--- config.mk ---
export PLATFORM = sky130hd
export DESIGN_NAME = warped_frame_streamer
export DESIGN_NICKNAME = d
export VERILOG_FILES = /design/src/rtl/warped_frame_streamer.sv
export SDC_FILE = /design/constraint.sdc
export NUM_CORES = 1
export LEC_CHECK = 0
export CAP_MARGIN = 30
export CORE_MARGIN = 8
export CORE_UTILIZATION = 56
export DETAILED_ROUTE_END_ITERATION = 10
export HOLD_SLACK_MARGIN = 0.15
export PLACE_DENSITY_LB_ADDON = 0.25
export REMOVE_ABC_BUFFERS = 1
export SLEW_MARGIN = 20
export SYNTH_ARGS = -nofsm -noshare
export SYNTH_HDL_FRONTEND = slang
export SYNTH_SLANG_ARGS = --single-unit
--- constraint.sdc ---
create_clock -name clk -period 4.5 [get_ports clk]
set_input_delay 0.9 -clock clk [delete_from_list [all_inputs] [get_ports clk]]
set_output_delay 0.9 -clock clk [all_outputs]
set_load 0.02 [all_outputs]
--- src/rtl/warped_frame_streamer.sv ---
// Streams one warped frame out of BRAM as an AXI-Stream video beat sequence.
// A 2-entry skid FIFO absorbs the 1-cycle BRAM latency so backpressure never drops data.
module warped_frame_streamer #(
    parameter int PIXEL_WIDTH = 8,
    parameter int WIDTH       = 160,
    parameter int HEIGHT      = 120,
    parameter int ADDR_WIDTH  = 17
) (
    input  logic                   clk,
    input  logic                   rst,
    input  logic                   start,
    output logic                   busy,
    output logic                   done,
    output logic [ADDR_WIDTH-1:0]  rd_addr,
    output logic                   rd_re,
    input  logic [PIXEL_WIDTH-1:0] rd_data,
    output logic [PIXEL_WIDTH-1:0] m_tdata,
    output logic                   m_tvalid,
    input  logic                   m_tready,
    output logic                   m_tlast,
    output logic                   m_tuser
);

    // state  | meaning
    // IDLE   | waiting for start
    // STREAM | issuing reads and emitting beats
    // FINISH | one-cycle done pulse, then back to IDLE

    localparam int TOTAL = WIDTH * HEIGHT;
    localparam int XW = (WIDTH  > 1) ? $clog2(WIDTH)  : 1;
    localparam int YW = (HEIGHT > 1) ? $clog2(HEIGHT) : 1;
    localparam logic [ADDR_WIDTH-1:0] LAST_ADDR = ADDR_WIDTH'(TOTAL - 1);
    localparam logic [XW-1:0] X_LAST = XW'(WIDTH - 1);
    localparam logic [YW-1:0] Y_LAST = YW'(HEIGHT - 1);

    typedef enum logic [1:0] {IDLE, STREAM, FINISH} state_t;

    state_t                 state;
    logic                   reads_done;
    logic                   pend;
    logic [PIXEL_WIDTH-1:0] fifo_mem [2];
    logic                   wr_ptr;
    logic                   rd_ptr;
    logic [1:0]             fifo_cnt;
    logic [XW-1:0]          out_x;
    logic [YW-1:0]          out_y;
    logic                   push;
    logic                   pop;
    logic                   last_beat;
    logic [2:0]             committed;

    assign push      = pend;
    assign pop       = m_tvalid && m_tready;
    assign last_beat = pop && (out_x == X_LAST) && (out_y == Y_LAST);

    // Credit check counts the slot freed by this cycle's pop, which is what
    // lets a 2-entry FIFO sustain one beat per cycle across the read latency.
    assign committed = {1'b0, fifo_cnt} - {2'b00, pop} + {2'b00, pend};
    assign rd_re     = (state == STREAM) && !reads_done && (committed < 3'd2);

    assign m_tvalid = (fifo_cnt != 2'd0);
    assign m_tdata  = fifo_mem[rd_ptr];
    assign m_tlast  = m_tvalid && (out_x == X_LAST);
    assign m_tuser  = m_tvalid && (out_x == '0) && (out_y == '0);

    always_ff @(posedge clk or posedge rst) begin
        if (rst) begin
            state <= IDLE;
            busy  <= 1'b0;
            done  <= 1'b0;
        end else begin
            done <= 1'b0;
            unique case (state)
                IDLE: begin
                    if (start) begin
                        state <= STREAM;
                        busy  <= 1'b1;
                    end
                end
                STREAM: begin
                    if (last_beat) begin
                        state <= FINISH;
                        done  <= 1'b1;
                    end
                end
                FINISH: begin
                    state <= IDLE;
                    busy  <= 1'b0;
                end
                default: state <= IDLE;
            endcase
        end
    end

    always_ff @(posedge clk or posedge rst) begin
        if (rst) begin
            rd_addr    <= '0;
            reads_done <= 1'b0;
            pend       <= 1'b0;
        end else begin
            pend <= rd_re;
            if ((state == IDLE) && start) begin
                rd_addr    <= '0;
                reads_done <= 1'b0;
            end else if (rd_re) begin
                if (rd_addr == LAST_ADDR) begin
                    reads_done <= 1'b1;
                end else begin
                    rd_addr <= rd_addr + 1'b1;
                end
            end
        end
    end

    always_ff @(posedge clk or posedge rst) begin
        if (rst) begin
            fifo_mem[0] <= '0;
            fifo_mem[1] <= '0;
            wr_ptr      <= 1'b0;
            rd_ptr      <= 1'b0;
            fifo_cnt    <= 2'd0;
        end else begin
            if (push) begin
                fifo_mem[wr_ptr] <= rd_data;
                wr_ptr           <= ~wr_ptr;
            end
            if (pop) begin
                rd_ptr <= ~rd_ptr;
            end
            unique case ({push, pop})
                2'b10:   fifo_cnt <= fifo_cnt + 2'd1;
                2'b01:   fifo_cnt <= fifo_cnt - 2'd1;
                default: fifo_cnt <= fifo_cnt;
            endcase
        end
    end

    always_ff @(posedge clk or posedge rst) begin
        if (rst) begin
            out_x <= '0;
            out_y <= '0;
        end else if (state == IDLE) begin
            out_x <= '0;
            out_y <= '0;
        end else if (pop) begin
            if (out_x == X_LAST) begin
                out_x <= '0;
                out_y <= (out_y == Y_LAST) ? '0 : out_y + 1'b1;
            end else begin
                out_x <= out_x + 1'b1;
            end
        end
    end

endmodule

==> impl_metrics.py, run 1 <==
metrics = {
    "sta": {
        "layout_min_cycle_time_ns": 4.34,
        "setup_viol": 0,
        "maxSlewHeadroom_pct": 39.1,
        "drv_slew": 0,
        "timing.final.crit_share_pct": 96.4,
        "fmax_ghz": 0.230,
        "tightest_slew_ns": 0.911,
        "fin_tns_setup_ns": 0,
        "rsz0062_at_grt": "no",
        "skew_ns": 0.00622,
        "fin_ws_ns": 0.161,
        "hold_viol_final": 0,
    },
    "critical_path": {
        "startpoint": "m_tready",
        "worst-r2r-cell-count": 10,
        "r2r-start": "fifo_cnt[1]",
        "max_stage_delay_ns": 0.61,
        "r2r_end": "rd_addr[0]",
        "worstPathRequired_ns": 3.60,
        "rrSetupSlack_ns": 1.68,
        "critPathMostFrequentCell": "clkdlybuf4s50_1",
        "cp_cell_sequence": "clkdlybuf4s50_1 > nand2b_1 > nor2_1 > o21ai_0 > fa_1 > and4bb_2 > nand2_1 > clkinv_1 > clkdlybuf4s50_1",
        "slowest_stage": "clkdlybuf4s50_1",
        "worstSetupEndpointType": "primary output",
        "cp.arrival_ns": 3.44,
        "worstPathMaxFanout": 4,
        "crit_path_start_kind": "input pin",
        "criticalPathCategory": "input pin to primary output",
    },
    "cts": {
        "cts_made_buffers": 9,
        "post_cts_buffers": 0,
        "cts_resized": 0,
        "h-tree-depth": 3,
        "clk_latency_ns": 0.33,
        "clk_pin_slew_ns": 0.06,
        "cts.sinks": 58,
        "cts_root_buf": "clkbuf_8",
        "clock_path_buffers": 2,
        "cts_tree": "yes",
        "ctsHoldBuffers": 0,
    },
    "finish": {
        "layout-drive-gt1-share_pct": 15.1,
        "final_area_um2": 3790,
        "final_common_cell": "dfrtp_1",
        "num_antenna_cells": 0,
        "layout.nets": 363,
        "syn2layout_area_growth_pct": 22.7,
        "mostFrequentLayoutCells": "dfrtp_1 (58), clkdlybuf4s50_1 (42), mux2_2 (25), nand2_1 (21), nor2_1 (19)",
        "multi_input_area_um2": 1530,
        "fillers": 415,
        "seq_area_um2": 1450,
    },
    "grt": {
        "grt_first_pass_wirelength_um": 12100,
        "grt_start_max_net_pins": 29,
        "antenna_found_initial": 0,
        "grt_usage_pct": 17.7,
        "overflow": 0,
        "grt_pass1_vias": 2548,
    },
    "drt": {
        "drc_errors": 0,
        "via_per_inst": 6.11,
        "dr.pass1.iters": 4,
        "vias": 2577,
        "wl_per_cell_um": 16.5,
        "drt_iter0_markers": 146,
        "postRouteAntennaNets": 0,
        "routed_wl_um": 6970,
    },
    "power_and_ir_drop": {
        "p_per_area_nw_per_um2": 611,
        "peakVddDrop_mv": 0.544,
        "p_leak_nw": 1.57,
    },
    "place": {
        "pre_cts_slack_ns": 0.189,
        "gp_congestion": 0.874,
        "dp_hpwl_um": 4870,
        "numPortBuffers": 42,
        "dpl-instance-area_um2": 3590,
    },
    "floorplanning": {
        "pin_count": 43,
        "die_area_um2": 8160,
        "rows": 27,
        "die_w_um": 90.3,
        "initial_core_util_pct": 57.2,
        "die_h_um": 90.3,
        "core_um2": 5410,
    },
    "outcome": {
        "status": "finished, final reports clean",
    },
    "synth": {
        "ys.flop_type": "dfrtp_1",
        "synth_area_per_cell_um2": 10.3,
        "synth.distinct_cells": 51,
        "async_flop_share_pct": 100,
        "syn_area_um2": 3090,
        "syn_inst": 301,
        "synth_edf_count": 0,
        "ys_ff_latch": 58,
        "ys_warn_count": 0,
        "synth_seq_area_share_pct": 46.9,
    },
    "min_path": {
        "min_path_type": "register to register",
        "holdPathEnd": "wr_ptr",
        "hold_path_depth": 1,
        "min_from": "wr_ptr",
    },
    "run": {
        "cap_viol_max_count": 0,
    },
}
==> sequential cells by signal, indices dropped and copies added (netlist names), 2 cells and up <==
signal / cells
fifo_cnt: 2
fifo_mem: 16
out_x: 8
out_y: 7
rd_addr: 17
state: 2
==> kinds of logic after synthesis <==
| family | after synthesis | synth area share (%) |
|---|---|---|
| muxes | 30 | 10.7 |
| and+or+nand+nor | 109 | 19.5 |
| DFF | 58 | 46.9 |
| buffers and inverters | 28 | 3.64 |
| adders and majority gates | 6 | 2.67 |
| xor gates and xnor gates | 11 | 3.12 |
| AOI/OAI and AO/OA | 59 | 13.4 |
==> power by group <==
part | internal (W) | switching [W] | total [W]
Combinational | 0.000489 | 0.000509 | 0.000998
Clock | 0.000285 | 0.000213 | 0.000498
Sequential | 0.000671 | 0.000153 | 0.000824
Total | 0.00145 | 0.000875 | 0.00232
==> worst max-delay path, delay by kind of cell <==
family	cells	cell delay (ns)
compound gates	1	0.13
fa+ha+maj	1	0.52
buf+inv	3	1.26
simple gates	4	0.63
==> per-layer routing <==
layer	global-route usage, %	vias up	routed length [um]
met5	0	-	0
met3	4.24	14	390
li1	-	1208	-
met1	22.0	1278	3190
met2	28.4	77	3270
met4	8.32	0	116
==> cell usage after synthesis (all sizes together), types with 2 or more instances <==
master   instances  area (um2)
a2111oi          2        17.5
a211o            5        43.8
a211oi           3        22.5
a21oi           16        80.1
a221o            4        40.0
a311oi           2        17.5
and3             4        25.0
and4             3        26.3
buf              4        22.5
clkbuf           9        33.8
dfrtp           58        1450
ha               5        62.6
inv             14        52.6
mux2            25         282
mux2i            5        50.1
nand2           21        78.8
nand2b           3        18.8
nand3           15        75.1
nand4           12        75.1
nor2            19        71.3
nor2b            2        12.5
nor3             4        20.0
nor3b            2        15.0
nor4             9        56.3
o211a            2        20.0
o211ai           2        15.0
o21ai           14        73.8
o41ai            2        17.5
or3b             2        17.5
or4              6        48.8
xnor2            3        26.3
xor2             8        70.1
==> how the worst max path moves through the flow <==
stage / endpoint / slack [ns] / cells after the start
after floorplan: rd_re / 1.01 / 7
final: rd_re / 0.16 / 9
after global placement: rd_re / 0.24 / 9
after detailed placement: rd_re / 0.19 / 9
after global routing: rd_re / 0.03 / 9
after CTS: rd_re / 0.15 / 9
==> final cells by class <==
class / count / area share, %
flip-flops and latches: 58 / 38.2
repair buffers: 46 / 12.2
clock buffers: 12 / 4.09
multi-input cells: 215 / 40.3
clock inverters: 4 / 1.32
well taps: 72 / 2.37
inverters: 15 / 1.48
==> metrics by stage <==
step	total power (W)	instances	util [%]	hold WS, ns
3_3_place_gp	0.00180	405	66.0	0.478
3_5_place_dp	0.00183	406	66.4	0.487
6_report	0.00232	422	70.2	0.498
4_1_cts	0.00233	422	70.2	0.499
2_1_floorplan	0.00144	288	-	0.463
5_1_grt	0.00246	422	70.2	0.521
Power figures use the tool's default switching activity.
==> run 2, diff against run 1 <==
--- a/config.mk
+++ b/config.mk
@@ -12,6 +12,7 @@
 export HOLD_SLACK_MARGIN = 0.15
 export PLACE_DENSITY_LB_ADDON = 0.25
 export REMOVE_ABC_BUFFERS = 1
+export SETUP_SLACK_MARGIN = 0.4
 export SLEW_MARGIN = 20
 export SYNTH_ARGS = -nofsm -noshare
 export SYNTH_HDL_FRONTEND = slang
==> run 2 against run 1 <==
- count of clock-buffer cells in the layout is the same
- global-route usage is the same
- design area is essentially flat
- maximum frequency rose by 8.8%
- clock power barely moved
- sequential power barely moved
- non-clock buffer count unchanged
- utilization barely moved
- power is essentially flat
- final cell count unchanged
- critical path depth is the same
- sequential share of layout area about the same
==> impl_metrics.py, run 2 (same netlist as run 1, synthesis figures left out) <==
metrics = {
    "critical_path": {
        "worstPathRequired_ns": 3.60,
        "criticalPathCategory": "input pin to primary output",
        "worstPathMaxFanout": 4,
        "cp.arrival_ns": 3.09,
        "r2r_end": "rd_addr[0]",
        "startpoint": "m_tready",
        "worstSetupEndpointType": "primary output",
        "rrSetupSlack_ns": 1.69,
        "r2r-start": "fifo_cnt[1]",
        "worst-r2r-cell-count": 10,
        "cp-endpoint": "rd_re",
        "crit_path_start_kind": "input pin",
    },
    "sta": {
        "fin_tns_setup_ns": 0,
        "skew_ns": 0.00424,
        "timing.final.crit_share_pct": 88.6,
        "layout_min_cycle_time_ns": 3.99,
        "hold_viol_final": 0,
        "setup_viol": 0,
        "tightest_slew_ns": 0.916,
        "rsz0062_at_grt": "no",
        "fmax_ghz": 0.251,
        "maxSlewHeadroom_pct": 38.7,
        "drv_slew": 0,
    },
    "cts": {
        "clock_path_buffers": 2,
        "h-tree-depth": 3,
        "cts_root_buf": "clkbuf_8",
        "ctsHoldBuffers": 0,
        "cts.sinks": 58,
        "cts_tree": "yes",
        "clk_pin_slew_ns": 0.06,
        "clk_latency_ns": 0.33,
        "cts_made_buffers": 9,
    },
    "place": {
        "gp_congestion": 0.874,
        "numPortBuffers": 42,
        "dp_hpwl_um": 4870,
    },
    "drt": {
        "wl_per_cell_um": 16.6,
        "routed_wl_um": 7010,
        "dr.pass1.iters": 4,
        "vias": 2572,
        "via_per_inst": 6.09,
        "postRouteAntennaNets": 0,
        "drt_iter0_markers": 143,
        "drc_errors": 0,
    },
    "grt": {
        "grt_start_max_net_pins": 29,
        "grt_usage_pct": 17.7,
        "overflow": 0,
        "grt_first_pass_wirelength_um": 12100,
        "antenna_found_initial": 0,
        "grt_pass1_vias": 2548,
    },
    "power_and_ir_drop": {
        "power_frac_seq_pct": 35.5,
        "p_per_area_nw_per_um2": 611,
        "p_sw_w": 0.000880,
        "pwr-share-comb_pct": 43.1,
        "pwr-share-clk_pct": 21.4,
        "peakVddDrop_mv": 0.545,
        "p_sw_share_pct": 37.9,
        "p_leak_nw": 1.57,
        "intPower_w": 0.00144,
    },
    "floorplanning": {
        "die_w_um": 90.3,
        "initial_core_util_pct": 57.2,
        "die_h_um": 90.3,
        "pin_count": 43,
        "die_area_um2": 8160,
        "core_um2": 5410,
        "rows": 27,
    },
    "run": {
        "cap_viol_max_count": 0,
    },
    "finish": {
        "largest_reg_flops": 17,
        "syn2layout_area_growth_pct": 22.8,
        "layout.nets": 363,
        "mostFrequentLayoutCells": "dfrtp_1 (58), clkdlybuf4s50_1 (41), mux2_2 (25), nand2_1 (21), nor2_1 (18)",
        "num_antenna_cells": 0,
        "final_core_util_pct": 70.3,
        "top_regs": "rd_addr x17, fifo_mem x16, out_x x8",
        "layout-drive-gt1-share_pct": 15.4,
        "top_register": "rd_addr",
        "final_common_cell": "dfrtp_1",
    },
    "min_path": {
        "min_from": "wr_ptr",
        "min_path_type": "register to register",
    },
    "outcome": {
        "status": "finished, final reports clean",
    },
}
==> run 2: cell types whose count changed in the layout (fill, tap and decap cells not counted) <==
cell and delta:
nor2_1 -1, clkdlybuf4s50_1 -1, nor2_2 +1, clkdlybuf4s15_1 +1
==> run 2: how the worst min path moves through the flow <==
| stage | endpoint | slack [ns] | depth (start not counted) |
|---|---|---|---|
| 3_3_place_gp | wr_ptr | 0.48 | 1 |
| 3_5_place_dp | fifo_mem[1] | 0.49 | 1 |
| 6_report | wr_ptr | 0.50 | 1 |
| 2_1_floorplan | wr_ptr | 0.46 | 1 |
| 5_1_grt | fifo_mem[1] | 0.52 | 1 |
| 4_1_cts | wr_ptr | 0.50 | 1 |
==> run 2: metrics by stage <==
step | setup slack, ns | power [W] | cell area (um2) | hold slack (ns) | cells
after floorplan | 1.01 | 0.00144 | 3040 | 0.463 | 288
after global placement | 0.239 | 0.00180 | 3570 | 0.478 | 405
after detailed placement | 0.189 | 0.00183 | 3590 | 0.487 | 406
after CTS | 0.426 | 0.00232 | 3790 | 0.499 | 422
after global routing | 0.402 | 0.00246 | 3800 | 0.521 | 422
final | 0.513 | 0.00232 | 3800 | 0.498 | 422
==> run 2: worst max-delay path: stages <==
cell and delay, ns:
clkdlybuf4s50_1 0.56, nand2b_1 0.12, nor2_2 0.16, o21ai_0 0.12, fa_1 0.52, and4bb_2 0.24
nand2_1 0.07, clkinv_1 0.09, clkdlybuf4s15_1 0.31
==> run 2: repair_timing <==
item / 4_1_cts / 5_1_grt
buffers inserted: 0 / 0
setup endpoints to repair: 1 / 1
resized for setup: 1 / 2
cloned: 0 / 0
==> run 2: routing by layer <==
| metal | routed length (um) | track usage (%) | share of wire [%] | up-vias |
|---|---|---|---|---|
| li1 | - | - | - | 1206 |
| met3 | 409 | 4.24 | 5.8 | 13 |
| met2 | 3290 | 28.4 | 47 | 93 |
| met1 | 3190 | 22.0 | 46 | 1260 |
| met5 | 0 | 0 | 0 | - |
| met4 | 114 | 8.32 | 1.6 | 0 |
==> run 2: layout make-up <==
class	count	area, um2
clock inverters	4	50.0
repair buffers	46	463
fillers	414	1610
well taps	72	90.1
flip-flops and latches	58	1450
multi-input cells	215	1530
inverters	15	56.3
clock buffers	12	155
==> run 2: power by group through the flow <==
stage          sequential (W)  clock [W]  combinational (W)
2_1_floorplan        0.000822          0           0.000613
5_1_grt              0.000851   0.000515            0.00109
6_report             0.000824   0.000497           0.000999
3_5_place_dp         0.000831          0           0.000999
4_1_cts              0.000824   0.000499           0.000998
3_3_place_gp         0.000821          0           0.000977
==> variant 1 (settings of run 1) <==
Re-encode `state_t` (3 states) as one-hot, 3 bits wide.
--- a/src/rtl/warped_frame_streamer.sv
+++ b/src/rtl/warped_frame_streamer.sv
@@ -33,7 +33,7 @@
     localparam logic [XW-1:0] X_LAST = XW'(WIDTH - 1);
     localparam logic [YW-1:0] Y_LAST = YW'(HEIGHT - 1);
 
-    typedef enum logic [1:0] {IDLE, STREAM, FINISH} state_t;
+    typedef enum logic [2:0] {IDLE = 3'b001, STREAM = 3'b010, FINISH = 3'b100} state_t;
 
     state_t                 state;
     logic                   reads_done;
Function: same outputs for any inputs over 10 cycles, from zero or initial values and one cycle with rst high; not proved beyond that.
==> variant 1 against run 1 <==
Sequential cell count grew 1. First-iteration DRC count is 40% lower. Synthesized area fell by 4.6%. Clock power fell by 16%. Hold slack lost 0.0042 ns. Total power shrank 22%. Largest cell class is now flip-flops and latches. Worst setup slack improved by 0.058 ns. Via count shrank 11%. Routed wire length decreased by 9.0%. Design area is 3.8% lower. Sequential power shrank 11%.
==> variant 1: results (changes against run 1) <==
metric	value	unit	change
clkbuf_count	14		+2
synth.distinct_cells	47		-7.8%
inv_count	12		-3
synth_seq_cells	59		+1.7%
drive_above_1_share	0.1509		-0.0005410
post_dp_cell_area	3458	um^2	-3.7%
multi_input_area_share	0.3828		-0.02011
ys_seq_area_frac	0.5008		+0.03159
comb_cell_power	641	uW	-36%
dr_total_vias	2283		-11%
run_status	complete, no violations		
fin_skew	0.006505	ns	+0.0002823 ns
gr-usage-all-layers	0.1780		+0.001048
preCtsSetupSlack	0.2347	ns	+0.04573 ns
tap_cells	70		-2.8%
seq_cell_power	737	uW	-11%
grt_pass1_wl	10770	um	-11%
drtIter0Drc	87		-40%
drt_wl_total	6340	um	-9.0%
relSlewSlack	0.4644		+0.07386
place_congestion	0.8347		-4.5%
n_fill_cell	381		-8.2%
sw_frac_of_total	0.3374		-0.03973
num-multi-input-gates	204		-5.1%
signal_buffers	47		+2.2%
seq_area_frac	0.4047		+0.02227
cp.arrival	3.38	ns	-0.06 ns
met2_usage	0.2946		+0.01059
use_met3	0.04364		+0.001246
nonClkBufAreaFrac	0.1289		+0.006864
final_nets	351		-3.3%
p_leak	1.517	nW	-3.4%
grt_max_degree	42		+45%
==> variant 1: changes by cell type after synthesis, moves of 5 or more <==
cell	run 1	this run
clkbuf_1	9	4
nor4_1	9	2
nor2_1	19	25
a211o_1	5	0
==> variant 1: stage by stage <==
| step | instances | hold slack (ns) | util |
|---|---|---|---|
| floorplan | 275 | 0.4631 | - |
| global placement | 391 | 0.4771 | 0.6771 |
| detailed placement | 391 | 0.4828 | 0.6771 |
| CTS | 407 | 0.4950 | 0.7109 |
| global route | 408 | 0.5150 | 0.7148 |
| finish | 408 | 0.4938 | 0.7148 |
==> variant 1: logic make-up after synthesis <==
group           after synthesis  synth area share
compound gates               45           0.09584
xor+xnor                     15           0.04453
fa+ha+maj                     6           0.02799
buf+inv                      19           0.02544
flops                        59            0.5008
mux                          26           0.09839
simple gates                112            0.2070
==> variant 1: worst paths after layout <==
| check | endpoint | cells past startpoint | startpoint | slack [ns] |
|---|---|---|---|---|
| max in group asynchronous | state[0]$_DFFE_PP1P_ | 4 | rst | 3.00 |
| min | wr_ptr$_DFFE_PP0P_ | 1 | wr_ptr$_DFFE_PP0P_ | 0.49 |
| min reg2reg | wr_ptr$_DFFE_PP0P_ | 1 | wr_ptr$_DFFE_PP0P_ | 0.49 |
| max reg2reg | rd_addr[7]$_DFFE_PP0P_ | 10 | fifo_cnt[1]$_DFFE_PP0P_ | 1.52 |
| max | rd_re | 9 | m_tready | 0.22 |
| min in group asynchronous | fifo_mem[14]$_DFFE_PP0P_ | 2 | rst | 0.80 |
==> variant 1: metal layers <==
metal,vias up,part of all wire
li1,1112,-
met2,55,0.49
met5,-,0
met4,0,0.012
met1,1109,0.46
met3,7,0.041
==> variant 2 (config.mk and constraints of run 1) <==
Made on the original files. `HEIGHT`: 120 -> 240.
--- a/src/rtl/warped_frame_streamer.sv
+++ b/src/rtl/warped_frame_streamer.sv
@@ -3,7 +3,7 @@
 module warped_frame_streamer #(
     parameter int PIXEL_WIDTH = 8,
     parameter int WIDTH       = 160,
-    parameter int HEIGHT      = 120,
+    parameter int HEIGHT      = 240,
     parameter int ADDR_WIDTH  = 17
 ) (
     input  logic                   clk,
Behaviour: no difference found for any inputs over 10 cycles, from zero or initial values and one cycle with rst high; that may be too few to reach the edited logic, so the function may still have changed.
==> variant 2 against run 1 <==
Synthesized area decreased by 0.69%. Design area fell by 0.73%. Routed wire length is 0.34% lower. Hold slack worse by 0.0038 ns. Count of clock-buffer cells in the layout did not move. Non-clock buffer count unchanged. Die area decreased by 0.56%. Sequential cell count up 1. Total power is 0.77% lower. Worst setup slack better by 0.048 ns.
==> variant 2: results (changes against run 1) <==
metric	value	unit	change
run_status	complete, no violations		
final_nets	358		-1.4%
grt_pass1_wl	11650	um	-3.9%
syn_inst	297		-1.3%
drt_wl_total	6941	um	-0.34%
drt-vias-per-instance	6.036		-1.2%
worst-slew-pin-transition	0.7682	ns	-0.1426 ns
clk_pin_slew_worst_paths	0.06	ns	about the same
fin_skew	0.007911	ns	+0.001689 ns
holdWs	0.4942	ns	-0.003836 ns
vdd_drop_max	0.3449	mV	-37%
ys_seq_area_frac	0.4807		+0.01140
preCtsSetupSlack	0.2066	ns	+0.01772 ns
max_freq	233.1	MHz	+1.1%
reg_top3	rd_addr (17), fifo_mem (16)		
grt_pass1_vias	2422		-4.9%
seq_cell_power	836	uW	+1%
gr-usage-all-layers	0.1728		-0.004187
p_leak	1.563	nW	-0.51%
clkPwrFrac	0.240		+0.025
post_dp_cell_area	3540	um^2	-1.4%
antenna_cells	0		unchanged
drtIter0Drc	169		+16%
synth.distinct_cells	45		-12%
p_seq_frac	0.363		+0.008
grt_max_degree	32		+10%
dp_cells	401		-1.2%
cts-buffers-inserted	9		unchanged
rr_worst_depth	9		-1
synth_common_cells	59 x dfrtp_1, 24 x mux2_2, 23 x a21oi_1, 20 x nand2_1, 17 x nand3_1		
==> variant 2: area by class of cell <==
type | count | area, um^2
fillers | 417 | 1638
flip-flops and latches | 59 | 1476
clock inverters | 4 | 72.57
repair buffers | 46 | 450.4
inverters | 13 | 48.80
clock buffers | 12 | 155.1
multi-input cells | 211 | 1474
well taps | 72 | 90.09
==> variant 2: layer usage <==
metal | GRT usage | vias to the layer above | share of wire
li1 | - | 1191 | -
met1 | 0.2100 | 1231 | 0.45
met2 | 0.2669 | 76 | 0.47
met3 | 0.05902 | 19 | 0.057
met4 | 0.08738 | 0 | 0.026
met5 | 0 | - | 0
==> variant 2: kinds of logic after synthesis <==
group | Yosys count | synth area share
fa+ha+maj | 6 | 0.02688
xor+xnor | 12 | 0.03422
mux | 27 | 0.09776
compound gates | 53 | 0.1063
flops | 59 | 0.4807
simple gates | 113 | 0.2147
buf+inv | 27 | 0.03951
